`config.mk`:
```
export PLATFORM = sky130hd
export DESIGN_NAME = shift_sequencer
export DESIGN_NICKNAME = d
export VERILOG_FILES = /design/src/rtl/shift_pkg.sv /design/src/rtl/shift_core.sv /design/src/rtl/shift_sequencer.sv
export SDC_FILE = /design/constraint.sdc
export NUM_CORES = 1
export LEC_CHECK = 0
export BUFFER_PORTS_ARGS = -buffer_cell sky130_fd_sc_hd__buf_2
export CORE_ASPECT_RATIO = 0.75
export CORE_MARGIN = 2
export CORE_UTILIZATION = 45
export DETAILED_ROUTE_END_ITERATION = 7
export PLACE_DENSITY = 0.74
export SLEW_MARGIN = 20
export SYNTH_ARGS = -nofsm -noshare
export SYNTH_HDL_FRONTEND = slang
export SYNTH_SLANG_ARGS = --single-unit
```
`constraint.sdc`:
```
create_clock -name clk -period 1.8 [get_ports clk]
set_input_delay 0.18 -clock clk [delete_from_list [all_inputs] [get_ports clk]]
set_output_delay 0.18 -clock clk [all_outputs]
set_load 0.05 [all_outputs]
```
`src/rtl/shift_pkg.sv`:
```
// Shared encodings for the shift sequencer: FSM states and shift direction.
package shift_pkg;
  typedef enum logic [1:0] {
    ST_IDLE  = 2'd0,
    ST_SHIFT = 2'd1,
    ST_DONE  = 2'd2
  } state_t;

  localparam logic DIR_LEFT  = 1'b0;
  localparam logic DIR_RIGHT = 1'b1;
endpackage

```
`src/rtl/shift_core.sv`:
```
// WIDTH-bit shift register with parallel load and a registered copy of the outgoing bit.
module shift_core
  import shift_pkg::*;
#(
  parameter int WIDTH = 8,
  parameter logic [WIDTH-1:0] RESET_VAL = '0
) (
  input  logic             clk,
  input  logic             reset,
  input  logic             ld,
  input  logic [WIDTH-1:0] din,
  input  logic             sh,
  input  logic             dir,
  input  logic             fill,
  output logic [WIDTH-1:0] q,
  output logic             serial_out
);
  always_ff @(posedge clk) begin
    if (reset) begin
      q          <= RESET_VAL;
      serial_out <= 1'b0;
    end else if (ld) begin
      q <= din;
    end else if (sh) begin
      if (dir == DIR_LEFT) begin
        q          <= {q[WIDTH-2:0], fill};
        serial_out <= q[WIDTH-1];
      end else begin
        q          <= {fill, q[WIDTH-1:1]};
        serial_out <= q[0];
      end
    end
  end
endmodule

```
`src/rtl/shift_sequencer.sv`:
```
// Start/busy/done sequencer around shift_core: shifts count positions, one per clock.
// Build option SHIFT_ROTATE_EN adds a 'rotate' input for circular shifting.
module shift_sequencer
  import shift_pkg::*;
#(
  parameter int WIDTH = 8,
  parameter int CNT_W = 4,
  parameter logic [WIDTH-1:0] RESET_VAL = '0
) (
  input  logic             clk,
  input  logic             reset,
  input  logic             load,
  input  logic [WIDTH-1:0] din,
  input  logic             start,
  input  logic             dir,
  input  logic [CNT_W-1:0] count,
  input  logic             serial_in,
`ifdef SHIFT_ROTATE_EN
  input  logic             rotate,
`endif
  output logic [WIDTH-1:0] q,
  output logic             serial_out,
  output logic             busy,
  output logic             done
);
  state_t           state;
  logic             dir_r;
  logic [CNT_W-1:0] rem_r;
  logic             ld, sh, fill;
  logic             accept;

  assign ld     = (state == ST_IDLE) && load;
  assign sh     = (state == ST_SHIFT);
  // load has priority over start in the same idle cycle
  assign accept = (state == ST_IDLE) && !load && start;

`ifdef SHIFT_ROTATE_EN
  logic rotate_r;
  always_ff @(posedge clk) begin
    if (reset)       rotate_r <= 1'b0;
    else if (accept) rotate_r <= rotate;
  end
  assign fill = rotate_r ? ((dir_r == DIR_LEFT) ? q[WIDTH-1] : q[0]) : serial_in;
`else
  assign fill = serial_in;
`endif

  always_ff @(posedge clk) begin
    if (reset) begin
      state <= ST_IDLE;
      dir_r <= DIR_LEFT;
      rem_r <= '0;
      busy  <= 1'b0;
      done  <= 1'b0;
    end else begin
      case (state)
        ST_IDLE: begin
          done <= 1'b0;
          if (accept) begin
            dir_r <= dir;
            rem_r <= count;
            if (count != '0) begin
              state <= ST_SHIFT;
              busy  <= 1'b1;
            end else begin
              state <= ST_DONE;
              done  <= 1'b1;
            end
          end
        end
        ST_SHIFT: begin
          rem_r <= rem_r - 1'b1;
          if (rem_r == CNT_W'(1)) begin
            state <= ST_DONE;
            busy  <= 1'b0;
            done  <= 1'b1;
          end
        end
        ST_DONE: begin
          done  <= 1'b0;
          state <= ST_IDLE;
        end
        default: begin
          state <= ST_IDLE;
          busy  <= 1'b0;
          done  <= 1'b0;
        end
      endcase
    end
  end

  shift_core #(.WIDTH(WIDTH), .RESET_VAL(RESET_VAL)) u_core (
    .clk        (clk),
    .reset      (reset),
    .ld         (ld),
    .din        (din),
    .sh         (sh),
    .dir        (dir_r),
    .fill       (fill),
    .q          (q),
    .serial_out (serial_out)
  );
endmodule

```
Yosys cells after proc, flatten, opt, wreduce, memory -nomap -nowiden
Index checks and enable logic that the tools add are counted.
{"block": "word_totals", "ff_bits": 18, "in_bits": 18, "output_inout_bits": 11, "elab_cells": 47}
{"block": "classes", "add_sub_neg": 1, "n_eq_ne": 6, "mux": 18, "n_bitwise": 2, "n_reduce_logical": 13}
{"operator": "two-way mux 8 bit", "n": 3}
{"operator": "one-hot mux 4 bit (2 select lines)", "n": 1}
{"operator": "AND reduction 2 bit", "n": 4}
{"operator": "two-way mux 1 bit", "n": 7}
{"operator": "two-way mux 2 bit", "n": 3}
{"operator": "equality test 4 x 1 -> 1 bit, second input constant", "n": 1}
{"operator": "two-way mux 4 bit", "n": 1}
{"operator": "inequality test 2 x 1 -> 1 bit, second input constant", "n": 2}
{"operator": "one-hot mux 2 bit (2 select lines)", "n": 1}
{"operator": "AND reduction 4 bit", "n": 1}
{"operator": "nonzero test 2 bit", "n": 2}
{"operator": "nonzero test 4 bit", "n": 1}
{"operator": "subtractor 4 x 1 -> 4 bit, second input constant", "n": 1}
{"operator": "logical AND 1 bit", "n": 3}
{"operator": "one-hot mux 1 bit (3 select lines)", "n": 1}
{"operator": "equality test 2 x 1 -> 1 bit, second input constant", "n": 1}
{"operator": "equality test 2 bit, second input constant", "n": 1}
{"operator": "logical NOT 2 bit", "n": 1}
{"operator": "inequality test 2 bit, second input constant", "n": 1}
{"operator": "inverter 1 bit", "n": 2}
{"operator": "one-hot mux 1 bit (2 select lines)", "n": 1}
{"operator": "logical NOT 1 bit", "n": 1}

Depth between registers and ports, before layout
{"block": "depth", "word_depth": 5, "depth_mapped": 6}

By module
From an unflattened synthesis, not the netlist that was laid out.
{"block": "hier_totals", "cells_unflattened": 109, "area_unflattened_um2": 987.2}
{"mod": "shift_core", "instances": 1, "cells_per_inst": 59, "area_each_um2": 510.5}
{"mod": "shift_sequencer", "instances": 1, "cells_per_inst": 50, "area_each_um2": 476.7}

Worst setup path before layout
No wires, ideal clock.
{"block": "synth_timing", "kind": "register -> register", "startpoint": "register state[1]", "endpoint": "register rem_r[1]", "setup_time_ps": 132, "arrival_time_ps": 1098, "t_required_ps": 1668, "slack_ps": 571, "path_stages_with_launch": 5, "n_path_buf": 0, "cell_sequence": "dfxtp_1 > nor4b_4 > nor2_1 > a211oi_1 > a211oi_1"}
{"block": "synth_via", "elab_chain_len": 5}
{"element": "from (decl)", "line_no": "shift_sequencer.sv:26", "source": "state_t state;"}
{"element": "from (signal assigned)", "line_no": "shift_sequencer.sv:50", "source": "state <= ST_IDLE;"}
{"element": "from (signal assigned)", "line_no": "shift_sequencer.sv:63", "source": "state <= ST_SHIFT;"}
{"element": "from (signal assigned)", "line_no": "shift_sequencer.sv:66", "source": "state <= ST_DONE;"}
{"element": "logical NOT 2 bit", "line_no": "shift_sequencer.sv:35, shift_sequencer.sv:56"}
{"element": "logical AND 1 bit (2 in series)", "line_no": "shift_sequencer.sv:35", "source": "assign accept = (state == ST_IDLE) && !load && start;"}
{"element": "inequality test 2 bit (no line)"}
{"element": "AND reduction 2 bit (no line)"}
{"element": "to (signal assigned)", "line_no": "shift_sequencer.sv:61", "source": "rem_r <= count;"}
{"element": "to (signal assigned)", "line_no": "shift_sequencer.sv:72", "source": "rem_r <= rem_r - 1'b1;"}
{"element": "to (decl)", "line_no": "shift_sequencer.sv:28", "source": "logic [CNT_W-1:0] rem_r;"}
Parallel ways exist; a longest one is shown, timed or not.
A chain may end at the register's enable or synchronous reset.

Worst setup path in the final report
Ends and elaborated chain as after synthesis.

==> results.cfg <==
[cells_and_area]
utilization_pct = 56.5
fin_nets = 159
finalNonFillerCells = 162
antenna_cells = 0
area_delta_synth_final_pct = 20.4
seqCellArea_um2 = 360
multi_input_area_um2 = 523
layout_commonest_cell = buf_2
fill_cells = 193
layout_common_cells = buf_2, nand2_1, dfxtp_1, a21oi_1
drive_gt1_share_pct = 24.6

[critical_path]
slowest_stage = nor4b_4
worstSetupEndpoint = rem_r[1]
reg2reg_depth = 4
worstPathMaxFanout = 8
end_kind = register
rrSetupSlack_ns = 0.36
required_ns = 1.98
timing.rr.end = rem_r[1]
startpoint = state[1]
startpoint_type = register
path_common_cell = a211oi_1
r2r-start = state[1]
critPathKind = register to register
cp.arrival_ns = 1.62
crit_path_cell_trace = nor4b_4 -> nor2_1 -> a211oi_1 -> a211oi_1
cpPeakStageDelay_ns = 0.53

[floorplan]
die_h_um = 43.2
core_area_um2 = 1960
io_pins = 29
initial_core_util_pct = 46.9
die-area_um2 = 2430
die_w_um = 56.2
fp-row-count = 14

[drt]
routedWlPerCell_um = 13.3
vias = 898
drt-initial-drc-count = 14
drt-total-wl_mm = 2.15
routed_via_density = 5.54
drtPass1Iterations = 4
drc = 0
ant_nets = 0

[synth]
synthAdderAreaFrac_pct = 2.72
syn-num-nets = 131
avgSynthCellArea_um2 = 8.30
postSynthCellCount = 111
synth_warnings = 0
synth_compound_area_share_pct = 22.3
yosysUniqueCellTypes = 24
ys_seq_area_share_pct = 39.1
synth-xor-area-share_pct = 0
synth_mux_area_share_pct = 9.78
synth-seq-cells = 18
synth_top_family_by_area = compound AO/OA/AOI/OAI gates
syn_area_um2 = 921
yosys.area_share.simple_pct = 22.0

[cts]
clk_pin_slew_ns = 0.10
holdBufCountCts = 0
clock-root-buffer = clkbuf_4
clk_latency_ns = 0.29
cts_max_level = 1
post-cts-setup-buffers = 0
cts_tree = done
numCtsBuffers = 3
clk_path_buf_depth = 2
cts_resized = 0
clkSinkCount = 18

[power_and_ir_drop]
pwr-share-comb_pct = 27.9
vdd_ir_drop_max_uv = 780
power_density_nw_per_um2 = 909
internal-power_w = 0.000657
p_leak_nw = 0.452
switching_share_pct = 34.8
p_clk_share_pct = 24.7
seqPwrFrac_pct = 47.4
p_sw_w = 0.000350

[global_routing]
grt_pass1_vias = 806
grt_usage_pct = 19.4
globalRouteOverflowTotal = 0
antenna_found_initial = 0
grt_max_degree = 19
grt_pass1_wl_mm = 3.61

[sta]
slew_viol_final = 0
final_hold_viol_count = 0
post-route-period-util_pct = 79.8
rsz0062_at_grt = false
fin_worst_skew_ns = 0.00233
worst_slew_pin_slew_ns = 0.547
slew-limit-headroom_pct = 63.5
timing.fmax_ghz = 0.696
setup-tns-final_ns = 0
period_needed_ns = 1.44
setup_viol = 0

[place]
portBuffers = 28
gp_congestion = 0.943
placed_cells = 158
dp_hpwl_mm = 1.58

[min_path]
hold_path_class = input port to register

[run]
cap_violations = 0

[run_status]
status = finished, final reports clean
[cells by family after synthesis]
logic type               after synthesis
AO/OA/AOI/OAI                         33
adder cells (fa/ha/maj)                2
multiplexers                           9
flip-flops                            18
buffers and inverters                  9
AND/OR/NAND/NOR                       40
[Yosys cell counts]
master	number	area, um2
nand2_1	22	82.6
dfxtp_1	18	360
a21oi_1	15	75.1
mux2i_1	9	90.1
o211ai_1	9	67.6
a211oi_1	5	37.5
nor2_1	4	15.0
buf_2	3	15.0
clkbuf_1	3	11.3
inv_1	3	11.3
nand2b_1	3	18.8
nor4_1	3	18.8
ha_1	2	25.0
o21ai_0	2	10.0
a2bb2oi_1	1	8.76
a31oi_1	1	6.26
and2_1	1	6.26
and2b_1	1	7.51
nand3_1	1	5.00
nor2b_1	1	6.26
nor3_1	1	5.00
nor3b_1	1	7.51
nor4b_4	1	23.8
or3_1	1	6.26
[sequential cells by signal, indices dropped and copies added (netlist names)]
signal,cells
busy,1
u_core.serial_out,1
dir_r,1
u_core.q,8
done,1
rem_r,4
state,2
[power by group through the flow]
stage,clock network (W),registers (W),logic [W]
after floorplan,0,0.000551,0.000140
after CTS,0.000259,0.000476,0.000282
after global routing,0.000278,0.000485,0.000305
final,0.000249,0.000478,0.000281
after detailed placement,0,0.000485,0.000281
after global placement,0,0.000483,0.000275
[worst max-delay path: cells and delay by family (launching register included)]
kind               cells  cell delay (ns)
and+or+nand+nor        2             0.61
DFF                    1             0.40
AOI/OAI and AO/OA      2             0.31
[metrics by stage]
step / hold slack, ns / worst slack (ns) / power [W] / instance area, um2
2_1_floorplan: 0.316 / 0.571 / 0.000691 / 921
3_3_place_gp: 0.424 / 0.425 / 0.000758 / 1070
3_5_place_dp: 0.430 / 0.388 / 0.000766 / 1070
4_1_cts: 0.109 / 0.373 / 0.00102 / 1110
5_1_grt: 0.0928 / 0.256 / 0.00107 / 1110
6_report: 0.112 / 0.363 / 0.00101 / 1110
[routing by layer]
metal / part of all wire [%] / GRT usage, % / vias up
li1: - / - / 453
met1: 45 / 24.2 / 405
met2: 46 / 32.0 / 38
met3: 7.9 / 7.32 / 2
met4: 0.65 / 4.29 / 0
met5: 0 / 0 / -
[worst min path at each step]
stage / end / start / depth (start not counted)
floorplan: dir_r / dir / 2
global placement: dir_r / dir / 3
detailed placement: dir_r / dir / 3
CTS: dir_r / dir / 3
global route: u_core.q[3] / din[3] / 3
finish: dir_r / dir / 3
[cell type report]
type | instances | share of cell area, %
timing repair buffer | 29 | 13.3
clock buffer | 4 | 3.27
tap | 24 | 2.71
multi-input combinational | 84 | 47.2
sequential | 18 | 32.5
inverter | 3 | 1.02
Note: power is estimated with default switching activity, not from simulation.
